## src/rtl/urx_frame.sv

```systemverilog
// 8N1 UART receiver, 16x oversampled, one-cycle valid / frame_err strobes.
// Ports: clk, rst_n, rx_in -> data_out[7:0], valid, frame_err, busy.
module urx_frame #(
   parameter int CLK_DIV = 16
) (
   input  logic       clk,
   input  logic       rst_n,
   input  logic       rx_in,
   output logic [7:0] data_out,
   output logic       valid,
   output logic       frame_err,
   output logic       busy
);

   localparam int PW = (CLK_DIV > 1) ? $clog2(CLK_DIV) : 1;

   localparam logic [2:0] IDLE  = 3'd0;
   localparam logic [2:0] START = 3'd1;
   localparam logic [2:0] DATA  = 3'd2;
   localparam logic [2:0] STOP  = 3'd3;
   localparam logic [2:0] BRK   = 3'd4;

   logic [2:0]    state;
   logic          s1, rxs, rxd;
   logic [1:0]    wu;
   logic          armed;
   logic [PW-1:0] pc;
   logic [3:0]    tc;
   logic [2:0]    bi;
   logic [7:0]    sh;
   logic          tick, samp, fe;

   assign tick = (pc == PW'(CLK_DIV - 1));
   assign samp = tick & (tc == 4'd7);
   // armed blocks the fake edge seen when the reset-high sync chain
   // first meets a line that is already low.
   assign fe   = rxd & ~rxs & armed;
   assign busy = (state != IDLE);

   always_ff @(posedge clk or negedge rst_n) begin
      if (!rst_n) begin
         s1        <= 1'b1;
         rxs       <= 1'b1;
         rxd       <= 1'b1;
         wu        <= 2'b00;
         armed     <= 1'b0;
         pc        <= '0;
         tc        <= 4'd0;
         state     <= IDLE;
         bi        <= 3'd0;
         sh        <= 8'h00;
         data_out  <= 8'h00;
         valid     <= 1'b0;
         frame_err <= 1'b0;
      end else begin
         s1        <= rx_in;
         rxs       <= s1;
         rxd       <= rxs;
         wu        <= {wu[0], 1'b1};
         if (wu[1] & rxs)
            armed <= 1'b1;
         valid     <= 1'b0;
         frame_err <= 1'b0;

         // The fe cycle counts as prescaler phase 0, so mid-bit
         // samples land 8*CLK_DIV-1 cycles after the edge.
         if (state == IDLE) begin
            if (fe) begin
               pc <= PW'(1);
               tc <= 4'd0;
            end
         end else begin
            pc <= tick ? '0 : pc + 1'b1;
            if (tick)
               tc <= tc + 4'd1;
         end

         unique case (state)
            IDLE: begin
               if (fe)
                  state <= START;
            end
            START: begin
               if (samp) begin
                  if (rxs) begin
                     state <= IDLE;
                  end else begin
                     state <= DATA;
                     bi    <= 3'd0;
                  end
               end
            end
            DATA: begin
               if (samp) begin
                  sh <= {rxs, sh[7:1]};
                  bi <= bi + 3'd1;
                  if (bi == 3'd7)
                     state <= STOP;
               end
            end
            STOP: begin
               if (samp) begin
                  if (rxs) begin
                     data_out <= sh;
                     valid    <= 1'b1;
                     state    <= IDLE;
                  end else begin
                     frame_err <= 1'b1;
                     state     <= BRK;
                  end
               end
            end
            BRK: begin
               if (rxs)
                  state <= IDLE;
            end
            default: state <= IDLE;
         endcase
      end
   end

endmodule
```

## config.mk

```make
export PLATFORM = sky130hd
export DESIGN_NAME = urx_frame
export DESIGN_NICKNAME = d
export VERILOG_FILES = /design/src/rtl/urx_frame.sv
export SDC_FILE = /design/constraint.sdc
export NUM_CORES = 1
export LEC_CHECK = 0
export CAP_MARGIN = 15
export CELL_PAD_IN_SITES_DETAIL_PLACEMENT = 0
export CELL_PAD_IN_SITES_GLOBAL_PLACEMENT = 1
export CORE_UTILIZATION = 41
export DETAILED_ROUTE_END_ITERATION = 8
export HOLD_SLACK_MARGIN = 0.06
export PLACE_DENSITY_LB_ADDON = 0.1
export SKIP_CTS_REPAIR_TIMING = 1
export SYNTH_ARGS = -nofsm -noshare
export SYNTH_HDL_FRONTEND = slang
export SYNTH_SLANG_ARGS = --single-unit
```

## constraint.sdc

```tcl
create_clock -name clk -period 1.7 [get_ports clk]
set_input_delay 0.17 -clock clk [delete_from_list [all_inputs] [get_ports clk]]
set_output_delay 0.17 -clock clk [all_outputs]
set_load 0.01 [all_outputs]
```

Yosys cells after proc, flatten, opt, wreduce, memory -nomap -nowiden. Index checks and enable logic that the tools add are counted. Widths: inputs -> output; s select.

Register bits after elaboration: 38. Input port bits: 3. Output and inout bits: 11. Logic and storage cells: 69.

Add/sub/neg operators: 3. Eq/ne operators: 14. Muxes and demuxes: 25. Bitwise logic cells: 5. Reductions and logical operators: 9.

Operators by type and width (number): $mux 3 (10); $mux 4 (6); $pmux 3 s5 (1); $ne 2x2->1 const B (7); $add 4x1->4 const B (2); $eq 3x2->1 const B (2); $eq 3x3->1 const B (2); $mux 1 (6); $pmux 3 s2 (1); $reduce_and 6->1 (1); $and 1x1->1 (4); $eq 4x3->1 const B (1); $eq 4x4->1 const B (1); $reduce_and 2->1 (2); $reduce_and 4->1 (1); $reduce_bool 2->1 (2); $add 3x1->3 const B (1); $eq 3x1->1 const B (1); $logic_not 3->1 (1); $reduce_and 3->1 (1); $reduce_bool 3->1 (1); $mux 2 (1); $not 1->1 (1).

Depth between registers and ports, before layout.
Depth in word-level cells: 5. Mapped depth: 6. Depth with buffers taken out: 5.

Least setup slack after synthesis. No wires, ideal clock.

Kind: flip-flop to flip-flop. Start point: register rxs. End point: register state[0]. Setup time: 0.131 ns. Data arrival time: 1.567 ns. Data required time: 1.569 ns. Path slack: 0.002 ns. Cell stages (with the launch flop): 5. Cells stage by stage: dfstp_2 clkbuf_1 and3b_1 o2111a_1 or3_1.

Cells in the longest elaborated chain, start to end: 5. Elaborated cells on any way between the ends: 6.

RTL lines: start: declaration (RTL line 24) `logic s1, rxs, rxd;`; start signal: assignment (RTL line 43) `rxs <= 1'b1;`; start signal: assignment (RTL line 57) `rxs <= s1;`; $not 1->1 (RTL line 37) `assign fe = rxd & ~rxs & armed;`; $and 1x1->1 (2 in series) (RTL line 37); $ne 2x2->1 (no source line); $reduce_and 6->1 (no source line) (*); end signal: assignment (RTL line 49) `state <= IDLE;`; end signal: assignment (RTL line 81) `state <= START;`; end signal: assignment (RTL line 86) `state <= IDLE;`; end: declaration (RTL line 23) `logic [2:0] state;`.

Every way passes the cells marked *; elsewhere a longest branch is shown, timed or not. A chain may end at the register's enable or synchronous reset.

Final worst setup path.
Start point: register tc[0]. End point: register data_out[6].

Cells in the longest elaborated chain, start to end: 3.

RTL lines: start: declaration (RTL line 28) `logic [3:0] tc;`; start signal: assignment (RTL line 75) `tc <= tc + 4'd1;`; $eq 4x3->1 (RTL line 34) `assign samp = tick & (tc == 4'd7);`; $and 1x1->1 (RTL line 34); $reduce_and 3->1 (no source line); end signal: assignment (RTL line 104) `data_out <= sh;`; end: declaration (RTL line 9) `output logic [7:0] data_out,`.

Every way passes these cells.

==> impl_metrics.env <==
export IMPL_start_util=0.443
export IMPL_cts_buffers=5
export IMPL_min_from="rx_in"
export IMPL_outcome="complete, no violations"
export IMPL_coreArea_sq_mm=0.00377
export IMPL_fill_cells=306
export IMPL_reg2reg_from="tc[0]$_DFFE_PN0P_"
export IMPL_wl_met2_um=1350
export IMPL_cp_cell_sequence="ha_1, and4b_1, nand4_4, mux2_2"
export IMPL_wl_met3_um=77
export IMPL_final_hold_violation_count=0
export IMPL_comb_power_share=0.166
export IMPL_max_vdd_ir_drop_mv=0.556
export IMPL_seq_area_frac_synth=0.572
export IMPL_met1Wirelength_um=1340
export IMPL_cap_violations=0
export IMPL_antenna_found_initial=0
export IMPL_syn_inst=132
export IMPL_multi_input_area_sq_um=666
export IMPL_crit_path_start_kind="flip-flop"
export IMPL_post_route_period_util=0.945
export IMPL_hold_depth=1
export IMPL_syn_area_per_cell_sq_um=12.6
export IMPL_grt_pass1_vias=1126
export IMPL_r2r_end="data_out[6]$_DFFE_PN0P_"
export IMPL_slew_viol_final=0
export IMPL_grt_max_degree=39
export IMPL_fp_dieW_um=65.8
export IMPL_finClkSkew_ps=7.55
export IMPL_remaining_drc_errors=0
export IMPL_num_vias=1069
export IMPL_syn_cell_area_sq_mm=0.00167
export IMPL_period_minus_slack_ps=1610
export IMPL_nets=164
export IMPL_grt_pass1_wl_um=4930
export IMPL_path_clk_slew_ps=80
export IMPL_synth_ff_type="dfrtp_1"
export IMPL_first_pass_iters=4
export IMPL_syn_num_nets=139
export IMPL_cts_sinks=38
export IMPL_synth_enable_flop_cells=0
export IMPL_io_pins=14
export IMPL_worstPathRequired_ps=1870
export IMPL_min_to="s1$_DFF_PN1_"
export IMPL_whs_ps=291
export IMPL_p_per_area_mw_per_mm2=1150
export IMPL_setup_viol=0
export IMPL_post_dp_hpwl_um=1940
export IMPL_drive_gt1_frac=0.316
export IMPL_endpoint_kind="flip-flop"
export IMPL_rsz0062_at_grt="no"
export IMPL_die_area_sq_mm=0.00433
export IMPL_wl_um=2800
export IMPL_hold_class="in -> reg"
export IMPL_switching_power_uw=567
export IMPL_highest_layer="met4"
export IMPL_grt_overflow=0
export IMPL_via_per_inst=5.19
export IMPL_diodes=0
export IMPL_drtIter0Drc=57
export IMPL_area_growth_pct=23.8
export IMPL_fmax_ghz=0.622
export IMPL_regArea_sq_um=958
export IMPL_clkPwrFrac=0.389
export IMPL_io_buffers=13
export IMPL_synth_seq_cells=38
export IMPL_rrSetupSlack_ps=90
export IMPL_leakage_nw=0.976
export IMPL_cts_tree="built"
export IMPL_num_rows=22
export IMPL_worstPathArrival_ps=1770
export IMPL_power_total_mw=2.37
export IMPL_power_share_switching=0.239
export IMPL_post_place_ws_ps=13.5
export IMPL_place_congestion=0.734
export IMPL_p_int_mw=1.81
export IMPL_wl_per_cell_um=13.6
export IMPL_power_frac_seq=0.444
export IMPL_worstSetupPathType="reg -> reg"
export IMPL_path_max_fanout=8
export IMPL_ys_async_sr_fraction=1.00
export IMPL_synth_distinct_cells=41
export IMPL_htree_levels=2
export IMPL_ys_warn_count=0
export IMPL_cts_root_buf="clkbuf_8"
export IMPL_insertion_delay_ps=290
export IMPL_setup_ws_ps=93.4
export IMPL_dieHeight_um=65.8
export IMPL_worstRegToRegCells=4
export IMPL_clockBufferDepth=2
export IMPL_ant_nets=0
export IMPL_crit_path_top_delay_cell="dfrtp_1"
export IMPL_grt_usage=0.156
export IMPL_final_core_util=0.548
export IMPL_max_stage_delay_ps=420
## flip-flops by register name, indices dropped and copies added, names as in the netlist, 2 cells and up
| name | count |
|---|---|
| bi | 3 |
| data_out | 8 |
| tc | 4 |
| state | 3 |
| sh | 8 |
| wu | 2 |
| pc | 4 |
## power by group through the flow
stage | clock, mW | sequential (mW) | combinational [mW]
2_1_floorplan | 0 | 1.07 | 0.232
3_3_place_gp | 0 | 1.07 | 0.360
3_5_place_dp | 0 | 1.07 | 0.373
4_1_cts | 0.956 | 1.06 | 0.375
5_1_grt | 0.993 | 1.06 | 0.459
6_report | 0.924 | 1.06 | 0.395
## critical path: cells and delay by family (launching register included)
kind	cells	cell delay (ps)
multiplexers	1	350
AND/OR/NAND/NOR	2	480
flip-flops	1	420
adder cells (fa/ha/maj)	1	240
## routing by layer
| metal | GRT usage | up-vias |
|---|---|---|
| li1 | - | 525 |
| met1 | 0.182 | 522 |
| met2 | 0.260 | 18 |
| met3 | 0.0534 | 4 |
| met4 | 0.0652 | 0 |
| met5 | 0 | - |
## cell usage in the layout (no fill, tap or decap), types with 2 or more instances in the layout
cell              n
inv_1             4
o21ai_0           5
mux2i_1           3
nor2_1            4
o211ai_1          2
dfstp_2           3
buf_4            11
bufinv_16         2
and3b_1           2
nor3_1            2
mux2_2           17
a21oi_1           6
dfrtp_1          32
clkbuf_8          6
clkdlybuf4s50_1  11
nand2_1           3
dfrtp_2           3
nand4_1           2
a21o_1            2
ha_1              4
nand3_1           8
## per-stage QoR
stage	cells	TNS, ps	instance area [sq um]
floorplan	132	0	1670
global placement	195	0	1890
detailed placement	195	0	1890
CTS	203	-36.2	2030
global route	206	0	2070
finish	206	0	2070
## synth_stat cells (2+ instances only)
cell | n | area share
buf_2 | 3 | 0.0090
nand3_1 | 8 | 0.024
dfrtp_1 | 35 | 0.52
dfstp_2 | 3 | 0.047
mux2i_1 | 3 | 0.018
nand2_1 | 3 | 0.0067
nor3_1 | 2 | 0.0060
a21o_1 | 2 | 0.0090
inv_1 | 4 | 0.0090
o21ai_0 | 5 | 0.015
a21oi_1 | 6 | 0.018
clkbuf_1 | 3 | 0.0067
ha_1 | 4 | 0.030
nand4_1 | 2 | 0.0075
mux2_2 | 17 | 0.11
o211ai_1 | 2 | 0.0090
and3_1 | 2 | 0.0075
nor2_1 | 4 | 0.0090
and3b_1 | 2 | 0.010
## worst max-delay path by stage
stage	from	end	slack [ps]	cells after the start
floorplan	rxs$_DFF_PN1_	state[0]$_DFFE_PN0P_	2	4
global placement	tc[0]$_DFFE_PN0P_	data_out[6]$_DFFE_PN0P_	80	4
detailed placement	pc[1]$_DFFE_PN0P_	sh[4]$_DFFE_PN0P_	10	4
CTS	state[0]$_DFFE_PN0P_	busy	-40	3
global route	tc[0]$_DFFE_PN0P_	data_out[0]$_DFFE_PN0P_	10	4
finish	tc[0]$_DFFE_PN0P_	data_out[6]$_DFFE_PN0P_	90	4
## logic make-up after synthesis
group | after synthesis | synth area share
AOI/OAI and AO/OA | 21 | 0.0847
adders and majority gates | 4 | 0.0300
buffers and inverters | 12 | 0.0300
DFF | 38 | 0.572
muxes | 20 | 0.133
other | 1 | 0.00225
and+or+nand+nor | 36 | 0.148
## layout make-up
cell class | count | area share
Sequential cell | 38 | 0.464
Multi-Input combinational cell | 82 | 0.322
Timing Repair Buffer | 25 | 0.107
Clock buffer | 6 | 0.0400
Clock inverter | 2 | 0.0291
Tap cell | 48 | 0.0291
Inverter | 5 | 0.00909
No activity file was read; power rests on OpenSTA's default activity.
